<file path="src/rtl/id_ex_hazard_reg_if.sv">
// ID-to-EX pipeline bus: decoded fields from the ID stage, registered fields to EX,
// plus the stall request back to PC/IF-ID and the bubble counter.
interface id_ex_hazard_reg_if #(
  parameter int XLEN  = 64,
  parameter int RA_W  = 5,
  parameter int CNT_W = 16
);
  logic            id_valid;
  logic            id_flush;
  logic            id_alusrc;
  logic            id_memtoreg;
  logic            id_regwrite;
  logic            id_memread;
  logic            id_memwrite;
  logic            id_branch;
  logic [1:0]      id_aluop;
  logic [XLEN-1:0] id_rs1_data;
  logic [XLEN-1:0] id_rs2_data;
  logic [XLEN-1:0] id_imm;
  logic [XLEN-1:0] id_pc;
  logic [RA_W-1:0] id_rs1;
  logic [RA_W-1:0] id_rs2;
  logic [RA_W-1:0] id_rd;
  logic [3:0]      id_funct;

  logic            ex_valid;
  logic            ex_alusrc;
  logic            ex_memtoreg;
  logic            ex_regwrite;
  logic            ex_memread;
  logic            ex_memwrite;
  logic            ex_branch;
  logic [1:0]      ex_aluop;
  logic [XLEN-1:0] ex_rs1_data;
  logic [XLEN-1:0] ex_rs2_data;
  logic [XLEN-1:0] ex_imm;
  logic [XLEN-1:0] ex_pc;
  logic [RA_W-1:0] ex_rs1;
  logic [RA_W-1:0] ex_rs2;
  logic [RA_W-1:0] ex_rd;
  logic [3:0]      ex_funct;

  logic             stall;
  logic [CNT_W-1:0] bubble_cnt;

  modport master (
    output id_valid, id_flush, id_alusrc, id_memtoreg, id_regwrite, id_memread,
           id_memwrite, id_branch, id_aluop, id_rs1_data, id_rs2_data, id_imm,
           id_pc, id_rs1, id_rs2, id_rd, id_funct,
    input  ex_valid, ex_alusrc, ex_memtoreg, ex_regwrite, ex_memread,
           ex_memwrite, ex_branch, ex_aluop, ex_rs1_data, ex_rs2_data, ex_imm,
           ex_pc, ex_rs1, ex_rs2, ex_rd, ex_funct, stall, bubble_cnt
  );

  modport slave (
    input  id_valid, id_flush, id_alusrc, id_memtoreg, id_regwrite, id_memread,
           id_memwrite, id_branch, id_aluop, id_rs1_data, id_rs2_data, id_imm,
           id_pc, id_rs1, id_rs2, id_rd, id_funct,
    output ex_valid, ex_alusrc, ex_memtoreg, ex_regwrite, ex_memread,
           ex_memwrite, ex_branch, ex_aluop, ex_rs1_data, ex_rs2_data, ex_imm,
           ex_pc, ex_rs1, ex_rs2, ex_rd, ex_funct, stall, bubble_cnt
  );
endinterface

</file>
<file path="src/rtl/id_ex_hazard_reg.sv">
// ID/EX pipeline register with load-use hazard detection, bubble injection on
// hazard or branch flush, and a saturating count of injected bubbles.
module id_ex_hazard_reg #(
  parameter int XLEN  = 64,
  parameter int RA_W  = 5,
  parameter int CNT_W = 16
) (
  input logic              clk,
  input logic              rst,
  id_ex_hazard_reg_if.slave bus
);

  typedef struct packed {
    logic            valid;
    logic            alusrc;
    logic            memtoreg;
    logic            regwrite;
    logic            memread;
    logic            memwrite;
    logic            branch;
    logic [1:0]      aluop;
    logic [XLEN-1:0] rs1Data;
    logic [XLEN-1:0] rs2Data;
    logic [XLEN-1:0] imm;
    logic [XLEN-1:0] pc;
    logic [RA_W-1:0] rs1;
    logic [RA_W-1:0] rs2;
    logic [RA_W-1:0] rd;
    logic [3:0]      funct;
  } stage_t;

  localparam logic [CNT_W-1:0] CNT_MAX = '1;

  stage_t           stage_q, stage_d;
  logic [CNT_W-1:0] bubbleCnt_q, bubbleCnt_d;
  logic             hazard;
  logic             bubble;

  // A load in EX whose destination is read by ID must wait one cycle; rs2 is
  // compared even for formats that do not use it, which only costs an extra stall.
  always_comb begin
    hazard = bus.id_valid & stage_q.valid & stage_q.memread & (stage_q.rd != '0) &
             ((stage_q.rd == bus.id_rs1) | (stage_q.rd == bus.id_rs2));
    bubble = bus.id_flush | hazard;

    stage_d     = '0;
    bubbleCnt_d = bubbleCnt_q;
    if (bubble) begin
      if (bubbleCnt_q != CNT_MAX) bubbleCnt_d = bubbleCnt_q + CNT_W'(1);
    end else begin
      stage_d.valid   = bus.id_valid;
      stage_d.aluop   = bus.id_valid ? bus.id_aluop : 2'b00;
      stage_d.rs1Data = bus.id_rs1_data;
      stage_d.rs2Data = bus.id_rs2_data;
      stage_d.imm     = bus.id_imm;
      stage_d.pc      = bus.id_pc;
      stage_d.rs1     = bus.id_rs1;
      stage_d.rs2     = bus.id_rs2;
      stage_d.rd      = bus.id_rd;
      stage_d.funct   = bus.id_funct;
      if (bus.id_valid) begin
        stage_d.alusrc   = bus.id_alusrc;
        stage_d.memtoreg = bus.id_memtoreg;
        stage_d.regwrite = bus.id_regwrite;
        stage_d.memread  = bus.id_memread;
        stage_d.memwrite = bus.id_memwrite;
        stage_d.branch   = bus.id_branch;
      end
    end
  end

  // A flush kills the ID instruction outright, so it must not also hold the front end.
  assign bus.stall = hazard & ~bus.id_flush & ~rst;

  always_ff @(posedge clk) begin
    if (rst) begin
      stage_q     <= '0;
      bubbleCnt_q <= '0;
    end else begin
      stage_q     <= stage_d;
      bubbleCnt_q <= bubbleCnt_d;
    end
  end

  assign bus.ex_valid    = stage_q.valid;
  assign bus.ex_alusrc   = stage_q.alusrc;
  assign bus.ex_memtoreg = stage_q.memtoreg;
  assign bus.ex_regwrite = stage_q.regwrite;
  assign bus.ex_memread  = stage_q.memread;
  assign bus.ex_memwrite = stage_q.memwrite;
  assign bus.ex_branch   = stage_q.branch;
  assign bus.ex_aluop    = stage_q.aluop;
  assign bus.ex_rs1_data = stage_q.rs1Data;
  assign bus.ex_rs2_data = stage_q.rs2Data;
  assign bus.ex_imm      = stage_q.imm;
  assign bus.ex_pc       = stage_q.pc;
  assign bus.ex_rs1      = stage_q.rs1;
  assign bus.ex_rs2      = stage_q.rs2;
  assign bus.ex_rd       = stage_q.rd;
  assign bus.ex_funct    = stage_q.funct;
  assign bus.bubble_cnt  = bubbleCnt_q;

endmodule

</file>
<file path="src/flat_wrapper.sv">
// flat-port wrapper written by rule: the top's interface ports become plain ports
module id_ex_hazard_reg_flat 
#(
  parameter int XLEN  = 64,
  parameter int RA_W  = 5,
  parameter int CNT_W = 16
)
  (clk, rst, bus_id_valid, bus_id_flush, bus_id_alusrc, bus_id_memtoreg, bus_id_regwrite, bus_id_memread, bus_id_memwrite, bus_id_branch, bus_id_aluop, bus_id_rs1_data, bus_id_rs2_data, bus_id_imm, bus_id_pc, bus_id_rs1, bus_id_rs2, bus_id_rd, bus_id_funct, bus_ex_valid, bus_ex_alusrc, bus_ex_memtoreg, bus_ex_regwrite, bus_ex_memread, bus_ex_memwrite, bus_ex_branch, bus_ex_aluop, bus_ex_rs1_data, bus_ex_rs2_data, bus_ex_imm, bus_ex_pc, bus_ex_rs1, bus_ex_rs2, bus_ex_rd, bus_ex_funct, bus_stall, bus_bubble_cnt);
  id_ex_hazard_reg_if #(.XLEN(XLEN), .RA_W(RA_W), .CNT_W(CNT_W)) bus_i ();
  input logic clk;
  input logic rst;
  input wire logic [$bits(bus_i.id_valid)-1:0] bus_id_valid;
  input wire logic [$bits(bus_i.id_flush)-1:0] bus_id_flush;
  input wire logic [$bits(bus_i.id_alusrc)-1:0] bus_id_alusrc;
  input wire logic [$bits(bus_i.id_memtoreg)-1:0] bus_id_memtoreg;
  input wire logic [$bits(bus_i.id_regwrite)-1:0] bus_id_regwrite;
  input wire logic [$bits(bus_i.id_memread)-1:0] bus_id_memread;
  input wire logic [$bits(bus_i.id_memwrite)-1:0] bus_id_memwrite;
  input wire logic [$bits(bus_i.id_branch)-1:0] bus_id_branch;
  input wire logic [$bits(bus_i.id_aluop)-1:0] bus_id_aluop;
  input wire logic [$bits(bus_i.id_rs1_data)-1:0] bus_id_rs1_data;
  input wire logic [$bits(bus_i.id_rs2_data)-1:0] bus_id_rs2_data;
  input wire logic [$bits(bus_i.id_imm)-1:0] bus_id_imm;
  input wire logic [$bits(bus_i.id_pc)-1:0] bus_id_pc;
  input wire logic [$bits(bus_i.id_rs1)-1:0] bus_id_rs1;
  input wire logic [$bits(bus_i.id_rs2)-1:0] bus_id_rs2;
  input wire logic [$bits(bus_i.id_rd)-1:0] bus_id_rd;
  input wire logic [$bits(bus_i.id_funct)-1:0] bus_id_funct;
  output wire logic [$bits(bus_i.ex_valid)-1:0] bus_ex_valid;
  output wire logic [$bits(bus_i.ex_alusrc)-1:0] bus_ex_alusrc;
  output wire logic [$bits(bus_i.ex_memtoreg)-1:0] bus_ex_memtoreg;
  output wire logic [$bits(bus_i.ex_regwrite)-1:0] bus_ex_regwrite;
  output wire logic [$bits(bus_i.ex_memread)-1:0] bus_ex_memread;
  output wire logic [$bits(bus_i.ex_memwrite)-1:0] bus_ex_memwrite;
  output wire logic [$bits(bus_i.ex_branch)-1:0] bus_ex_branch;
  output wire logic [$bits(bus_i.ex_aluop)-1:0] bus_ex_aluop;
  output wire logic [$bits(bus_i.ex_rs1_data)-1:0] bus_ex_rs1_data;
  output wire logic [$bits(bus_i.ex_rs2_data)-1:0] bus_ex_rs2_data;
  output wire logic [$bits(bus_i.ex_imm)-1:0] bus_ex_imm;
  output wire logic [$bits(bus_i.ex_pc)-1:0] bus_ex_pc;
  output wire logic [$bits(bus_i.ex_rs1)-1:0] bus_ex_rs1;
  output wire logic [$bits(bus_i.ex_rs2)-1:0] bus_ex_rs2;
  output wire logic [$bits(bus_i.ex_rd)-1:0] bus_ex_rd;
  output wire logic [$bits(bus_i.ex_funct)-1:0] bus_ex_funct;
  output wire logic [$bits(bus_i.stall)-1:0] bus_stall;
  output wire logic [$bits(bus_i.bubble_cnt)-1:0] bus_bubble_cnt;
  assign bus_i.id_valid = bus_id_valid;
  assign bus_i.id_flush = bus_id_flush;
  assign bus_i.id_alusrc = bus_id_alusrc;
  assign bus_i.id_memtoreg = bus_id_memtoreg;
  assign bus_i.id_regwrite = bus_id_regwrite;
  assign bus_i.id_memread = bus_id_memread;
  assign bus_i.id_memwrite = bus_id_memwrite;
  assign bus_i.id_branch = bus_id_branch;
  assign bus_i.id_aluop = bus_id_aluop;
  assign bus_i.id_rs1_data = bus_id_rs1_data;
  assign bus_i.id_rs2_data = bus_id_rs2_data;
  assign bus_i.id_imm = bus_id_imm;
  assign bus_i.id_pc = bus_id_pc;
  assign bus_i.id_rs1 = bus_id_rs1;
  assign bus_i.id_rs2 = bus_id_rs2;
  assign bus_i.id_rd = bus_id_rd;
  assign bus_i.id_funct = bus_id_funct;
  assign bus_ex_valid = bus_i.ex_valid;
  assign bus_ex_alusrc = bus_i.ex_alusrc;
  assign bus_ex_memtoreg = bus_i.ex_memtoreg;
  assign bus_ex_regwrite = bus_i.ex_regwrite;
  assign bus_ex_memread = bus_i.ex_memread;
  assign bus_ex_memwrite = bus_i.ex_memwrite;
  assign bus_ex_branch = bus_i.ex_branch;
  assign bus_ex_aluop = bus_i.ex_aluop;
  assign bus_ex_rs1_data = bus_i.ex_rs1_data;
  assign bus_ex_rs2_data = bus_i.ex_rs2_data;
  assign bus_ex_imm = bus_i.ex_imm;
  assign bus_ex_pc = bus_i.ex_pc;
  assign bus_ex_rs1 = bus_i.ex_rs1;
  assign bus_ex_rs2 = bus_i.ex_rs2;
  assign bus_ex_rd = bus_i.ex_rd;
  assign bus_ex_funct = bus_i.ex_funct;
  assign bus_stall = bus_i.stall;
  assign bus_bubble_cnt = bus_i.bubble_cnt;
  id_ex_hazard_reg #(.XLEN(XLEN), .RA_W(RA_W), .CNT_W(CNT_W)) u_core (.clk(clk), .rst(rst), .bus(bus_i));
endmodule
</file>
<file path="config.mk">
export PLATFORM = sky130hd
export DESIGN_NAME = id_ex_hazard_reg_flat
export DESIGN_NICKNAME = d
export VERILOG_FILES = /design/src/rtl/id_ex_hazard_reg_if.sv /design/src/rtl/id_ex_hazard_reg.sv /design/src/flat_wrapper.sv
export SDC_FILE = /design/constraint.sdc
export NUM_CORES = 1
export LEC_CHECK = 0
export ABC_AREA = 1
export CORE_AREA = 4 4 224 226
export DETAILED_ROUTE_END_ITERATION = 6
export DIE_AREA = 0 0 228 230
export GPL_ROUTABILITY_DRIVEN = 0
export PLACE_DENSITY = 0.52
export SETUP_SLACK_MARGIN = 0.5
export SYNTH_ARGS = -nofsm -noshare
export SYNTH_HDL_FRONTEND = slang
export SYNTH_SLANG_ARGS = --single-unit
</file>
<file path="constraint.sdc">
create_clock -name clk -period 4.2 [get_ports clk]
set_input_delay 0.84 -clock clk [delete_from_list [all_inputs] [get_ports clk]]
set_output_delay 0.84 -clock clk [all_outputs]
set_load 0.02 [all_outputs]
</file>
==> impl_metrics.tcl, run 1 <==
set metrics [dict create \
    status "finished, final reports clean" \
    r2r_start "u_core.bus.ex_rd[1]" \
    yosysMostFrequentCell "nor2_1" \
    startpoint "bus_id_rs1[1]" \
    m1WireLength_mm 13.43 \
    hold_viol_final 0 \
    crit_fanout 4 \
    dieArea_mm2 0.05244 \
    critical_path.startpoint_type "input port" \
    post_drt_wl_per_cell_um 14.88 \
    die_w_um 228 \
    post-dp-hpwl_mm 27.35 \
    top_layer "met5" \
    drt_iter0_markers 231 \
    routed-wl-met2_mm 16.73 \
    ctsResizeCount 1 \
    fin_crit_sh_pct 81.17 \
    path_cells "clkdlybuf4s50_1 -> inv_1 -> nand2_1 -> nand2_1 -> nor2_1 -> nand3_1 -> nand2_1 -> nand2_2 -> nor3_1 -> dlygate4sd2_1" \
    crit_required_ns 3.36 \
    slew_viol_final 0 \
    synth.distinct_cells 20 \
    worstMarginPinSlew_ns 0.9570 \
    fin_ws_ns 0.7908 \
    timing.rr.end "u_core.bus.bubble_cnt[6]" \
    clkLatencyLatePin_ns 0.53 \
    yosys.area.top_type "dfxtp_1" \
    cpMaxStageDelayCell "clkdlybuf4s50_1" \
    ys_top_cells_by_count "nor2_1, inv_1, dfxtp_1" \
    synth_area_mm2 0.009200 \
    post_synth_inst_count 1065 \
    cts-root-buf "clkbuf_16" \
    drt_first_pass_iters 4 \
    rsz0062_at_grt "false" \
    cts_buffers 38 \
    yosysWarnings 0 \
    max_freq_mhz 293.3 \
    arrival_ns 2.57 \
    min_path_type "reg2reg" \
    grt_pass1_wl_mm 51.27 \
    cts_buffer_depth 3 \
    cts_hold_buf 0 \
    yosysTopAreaCellShare_pct 65.28 \
    fin_area_mm2 0.01678 \
    via_per_inst 3.567 \
    synth_nets 1353 \
    synth_seq_cells 300 \
    coreArea_mm2 0.04834 \
    drt_wl_total_mm 34.45 \
    synth_edf_count 0 \
    drc 0 \
    setup_viol 0 \
    crit_top_cell "nand2_1" \
    dp_slack_ns 0.4859 \
    worstRegToRegCells 11 \
    port_buffers 587 \
    max_stage_delay_ns 0.47 \
    rrSetupSlack_ns 1.89 \
    die_y_um 230 \
    min_period_ns 3.409 \
    rows 81 \
    post_cts_buffers 0 \
    slew_headroom_pct 36.04 \
    crit_type "in2out" \
    synth_area_per_cell_um2 8.639 \
    io_pins 588 \
    cap_violations 0 \
    end_kind "output pin" \
    place_area_mm2 0.01561 \
    grt_pass1_vias 8543 \
    path_clk_slew_ns 0.05 \
    groute.usage.overall_pct 12.58 \
    nets 1955 \
    ir_worst_vdd_uv 259.9 \
    skew_ns 0.01513 \
    drive_gt1_share_pct 3.903 \
    cellLeakagePower_nw 7.725 \
    synthArstFlopShare_pct 0 \
    setup_tns_ns 0 \
    postRouteAntennaNets 0 \
    yosys-top-cells-area "dfxtp_1, nor2_1, inv_1" \
    initial_utilization_pct 19.03 \
    route.met3.wl_mm 3.191 \
    power_density_mw_per_mm2 410.3 \
    worst_hold_slack_ns 0.5407 \
    ys.flop_type "dfxtp_1" \
    grt_max_degree 86 \
    nFillCells 5011 \
    grt_overflow 0 \
    vias 8261 \
    ys_seq_area_share_pct 65.28 \
    cts_tree "built" \
    cp-endpoint "bus_stall" \
    clock-sinks 300 \
    syn2layout_area_growth_pct 82.35 \
    grt_antenna_before_repair 6 \
    htree_num_levels 2 \
]
## critical path: cells and delay by family
family        cells  cell delay (ns)
simple gates      7             0.81
buf+inv           3             0.92
## cells by family (layout without fill, tap and decap cells)
family	after synthesis	in the layout	synth area share, %
buffers and inverters	336	962	16.07
AO/OA/AOI/OAI	15	15	0.8160
other	0	3	0
XOR/XNOR	2	2	0.1904
AND/OR/NAND/NOR	411	411	17.50
adder cells (fa/ha/maj)	1	1	0.1360
flip-flops	300	300	65.28
## registers in the layout, summed over array words and instances (netlist names)
signal and flops:
u_core.bus.ex_rd 5, u_core.bus.ex_valid 1, u_core.bus.ex_rs2 5, u_core.bus.ex_branch 1, u_core.bus.ex_rs1 5, u_core.bus.ex_rs2_data 64
u_core.bus.ex_memtoreg 1, u_core.bus.ex_aluop 2, u_core.bus.ex_regwrite 1, u_core.bus.ex_memread 1, u_core.bus.ex_memwrite 1, u_core.bus.ex_pc 64
u_core.bus.ex_funct 4, u_core.bus.ex_alusrc 1, u_core.bus.ex_rs1_data 64, u_core.bus.bubble_cnt 16, u_core.bus.ex_imm 64
## placed cells by master, fill, tap and decap left out
cell type,count
a21oi_1,15
and2_2,1
buf_12,2
buf_4,7
bufinv_16,1
clkbuf_1,12
clkbuf_16,39
clkbuf_8,4
clkdlybuf4s50_1,586
clkinv_2,4
clkinv_4,2
dfxtp_1,300
diode_2,3
dlygate4sd2_1,1
ha_1,1
inv_1,301
inv_2,1
inv_6,2
nand2_1,56
nand2_2,1
nand3_1,20
nand3_4,2
nand3b_1,1
nand4_1,4
nor2_1,324
nor3_1,2
xnor2_1,2
## report_power, final
part	internal [mW]	switching [mW]
combinational	0.464	0.367
clock	1.84	1.22
sequential	2.96	0.0341
## how the worst min path moves through the flow
stage	from	cells past startpoint	slack [ns]	endpoint
after floorplan	u_core.bus.bubble_cnt[15]	2	0.60	u_core.bus.bubble_cnt[15]
after global placement	u_core.bus.bubble_cnt[15]	2	0.52	u_core.bus.bubble_cnt[15]
after detailed placement	u_core.bus.bubble_cnt[15]	2	0.53	u_core.bus.bubble_cnt[15]
after CTS	u_core.bus.bubble_cnt[15]	2	0.55	u_core.bus.bubble_cnt[15]
after global routing	u_core.bus.bubble_cnt[15]	2	0.58	u_core.bus.bubble_cnt[15]
final	u_core.bus.bubble_cnt[15]	2	0.54	u_core.bus.bubble_cnt[15]
## layer usage
layer / vias up / global-route usage (%)
li1: 4163 / -
met1: 3694 / 13.83
met2: 328 / 21.52
met3: 70 / 5.587
met4: 6 / 4.650
met5: - / 0
## metrics by stage
step           util, %  cells  power [mW]
6_report         34.70   2316       6.883
3_5_place_dp     32.29   2249       3.894
2_1_floorplan        -   1065       3.360
5_1_grt          34.70   2315       7.195
4_1_cts          34.69   2313       7.029
3_3_place_gp     32.29   2249       3.889
## final cells by class
type / instances / area (um^2) / share of cell area, %
multi-input combinational: 429 / 1723 / 10.27
sequential: 300 / 6006 / 35.80
inverter: 302 / 1134 / 6.757
antenna: 3 / 7.507 / 0.04475
clock inverter: 9 / 85.08 / 0.5072
tap: 622 / 778.2 / 4.639
clock buffer: 55 / 1076 / 6.414
timing repair buffer: 596 / 5967 / 35.57
Power figures use the tool's default switching activity.
==> inputs of run 2 (changes only) <==
--- a/config.mk
+++ b/config.mk
@@ -6,11 +6,11 @@
 export NUM_CORES = 1
 export LEC_CHECK = 0
 export ABC_AREA = 1
-export CORE_AREA = 4 4 224 226
+export CORE_AREA = 4 4 230 232
 export DETAILED_ROUTE_END_ITERATION = 6
-export DIE_AREA = 0 0 228 230
+export DIE_AREA = 0 0 234 236
 export GPL_ROUTABILITY_DRIVEN = 0
-export PLACE_DENSITY = 0.52
+export PLACE_DENSITY = 0.51
 export SETUP_SLACK_MARGIN = 0.5
 export SYNTH_ARGS = -nofsm -noshare
 export SYNTH_HDL_FRONTEND = slang
==> constraint.sdc (replaced) <==
create_clock -name clk -period 3 [get_ports clk]
set_input_delay 0.6 -clock clk [delete_from_list [all_inputs] [get_ports clk]]
set_output_delay 0.6 -clock clk [all_outputs]
set_load 0.02 [all_outputs]
==> run 2 against run 1 <==
Effect of this change:
- utilization is 1.1 points lower
- register-to-register slack got worse by 0.78 ns
- final cell count rose by 2.9%
- largest power group unchanged
==> impl_metrics.tcl, run 2 (synthesis gave the netlist of run 1 again) <==
set metrics [dict create \
    cts_buffers 35 \
    worstRegToRegCells 12 \
    post_drt_wl_per_cell_um 14.18 \
    mostFrequentLayoutCells "clkdlybuf4s50_1, nor2_1, inv_1, dfxtp_1, nand2_1" \
    ir_worst_vdd_uv 395.1 \
    min_path_type "in2reg" \
    cpMaxStageDelayCell "clkdlybuf4s50_1" \
    slew_viol_final 0 \
    hold_start "bus_id_rs2[4]" \
    hold_path_depth 3 \
    grt_max_degree 56 \
    rows 83 \
    initial_utilization_pct 18.04 \
    clock-sinks 300 \
    setup_viol 0 \
    end_kind "output pin" \
    worstMarginPinSlew_ns 0.4933 \
    grt_antenna_before_repair 1 \
    crit_required_ns 2.40 \
    fin_ws_ns 0.5334 \
    hold_viol_final 0 \
    vias 8207 \
    rsz0062_at_grt "true" \
    max_freq_mhz 405.4 \
    cts_buffer_depth 3 \
    slew_headroom_pct 67.01 \
    r2r_start "u_core.bus.ex_rd[0]" \
    place_inst 2322 \
    nFillCells 5283 \
    io_pins 588 \
    drt_first_pass_iters 4 \
    clkLatencyLatePin_ns 0.52 \
    cts-root-buf "clkbuf_16" \
    timing.rr.end "u_core.bus.ex_pc[13]" \
    power_density_mw_per_mm2 572.0 \
    nets 1968 \
    groute.usage.overall_pct 11.63 \
    route.met3.wl_mm 3.011 \
    min_period_ns 2.467 \
    layout_commonest_cell "clkdlybuf4s50_1" \
    fin_area_mm2 0.01713 \
    m1WireLength_mm 11.83 \
    drive_gt1_share_pct 5.634 \
    critical_path.startpoint_type "input port" \
    drc 0 \
    status "finished, final reports clean" \
    dp_slack_ns 0.02222 \
    place_area_mm2 0.01587 \
    cts_tree "built" \
    crit_buf_inv 2 \
    skew_ns 0.01422 \
    grt_overflow 0 \
    crit_fanout 2 \
    syn2layout_area_growth_pct 86.14 \
    path_clk_slew_ns 0.05 \
    routed-wl-met2_mm 18.03 \
    critPathTopFamily "buffers and inverters" \
    via_per_inst 3.443 \
    die_y_um 236 \
    fin_cells 2384 \
    rrSetupSlack_ns 1.11 \
    path_cells "clkdlybuf4s50_1 -> xnor2_1 -> nand3_1 -> nand2_1 -> nand2_2 -> nor3_2 -> buf_4" \
    cellLeakagePower_nw 7.918 \
    fin_crit_sh_pct 82.22 \
    n_antenna_cell 0 \
    max_stage_delay_ns 0.50 \
    cap_violations 0 \
    min_to "u_core.bus.ex_rs2[4]" \
    grt_pass1_vias 8383 \
    crit_type "in2out" \
    coreArea_mm2 0.05099 \
    top_layer "met5" \
    drt_iter0_markers 252 \
    grt_pass1_wl_mm 49.15 \
    postRouteAntennaNets 0 \
    arrival_ns 1.87 \
    htree_num_levels 2 \
    dieArea_mm2 0.05522 \
    die_w_um 234 \
    post-dp-hpwl_mm 27.26 \
    drt_wl_total_mm 33.82 \
    port_buffers 587 \
]
## run 2: cell count changes in the layout (fill, tap and decap cells not counted), sizes merged, moves of 3 or more
cell and delta:
buf +17, clkdlybuf4s50 -8, dlymetal6s2s +7, clkbuf -6, bufinv +3, diode -3
## run 2: area by class of cell
cell class                      count  area (um^2)  area share [%]
Timing Repair Buffer              612         6177           36.07
Sequential cell                   300         6020           35.15
Multi-Input combinational cell    429         1730           10.10
Inverter                          302         1134           6.619
Clock buffer                       49         1041           6.079
Tap cell                          680        850.8           4.968
Clock inverter                     12        172.7           1.008
## run 2: worst max path at each step
| stage | startpoint | to | slack (ns) | cells after the start |
|---|---|---|---|---|
| floorplan | bus_id_rs1[4] | bus_stall | 0.92 | 8 |
| global placement | bus_id_rs2[2] | bus_stall | -0.007 | 10 |
| detailed placement | bus_id_rs2[0] | bus_stall | 0.02 | 10 |
| CTS | bus_id_rs2[1] | bus_stall | 0.52 | 10 |
| global route | u_core.bus.ex_rd[0] | bus_stall | 0.49 | 9 |
| finish | bus_id_rs1[2] | bus_stall | 0.53 | 7 |
## run 2: layer usage
metal	vias to the layer above	global-route usage, %
met3	56	3.913
li1	4176	-
met4	2	4.573
met5	-	0
met2	316	22.19
met1	3657	11.38
## run 2: report_power, final
group | internal [mW] | switching [mW] | leakage [nW] | total [mW]
sequential | 4.14 | 0.0476 | 2.46 | 4.19
clock | 2.76 | 1.66 | 0.593 | 4.42
combinational | 0.671 | 0.517 | 4.86 | 1.19
total | 7.57 | 2.22 | 7.92 | 9.80
## run 2: stage by stage
step | hold slack, ns | TNS, ns | util [%] | total power, mW
after global placement | 0.5252 | -0.007226 | 31.12 | 5.474
final | 0.3875 | 0 | 33.59 | 9.796
after floorplan | 0.5960 | 0 | - | 4.703
after CTS | 0.4336 | 0 | 33.50 | 10.03
after global routing | 0.3446 | 0 | 33.59 | 10.22
after detailed placement | 0.5420 | 0 | 31.12 | 5.480
## run 2: what timing repair did
item / CTS / global route
pin swaps: 2 / 6
hold buffers: 0 / 0
buffers inserted: 0 / 1
endpoints found under the setup margin: 1 / 1
gates resized for setup: 8 / 18
## run 2: worst register-to-register path, delay by kind of cell (launching register included)
kind          cells  cell delay [ns]
flops             1             0.40
simple gates      8             0.73
buf+inv           4             0.64
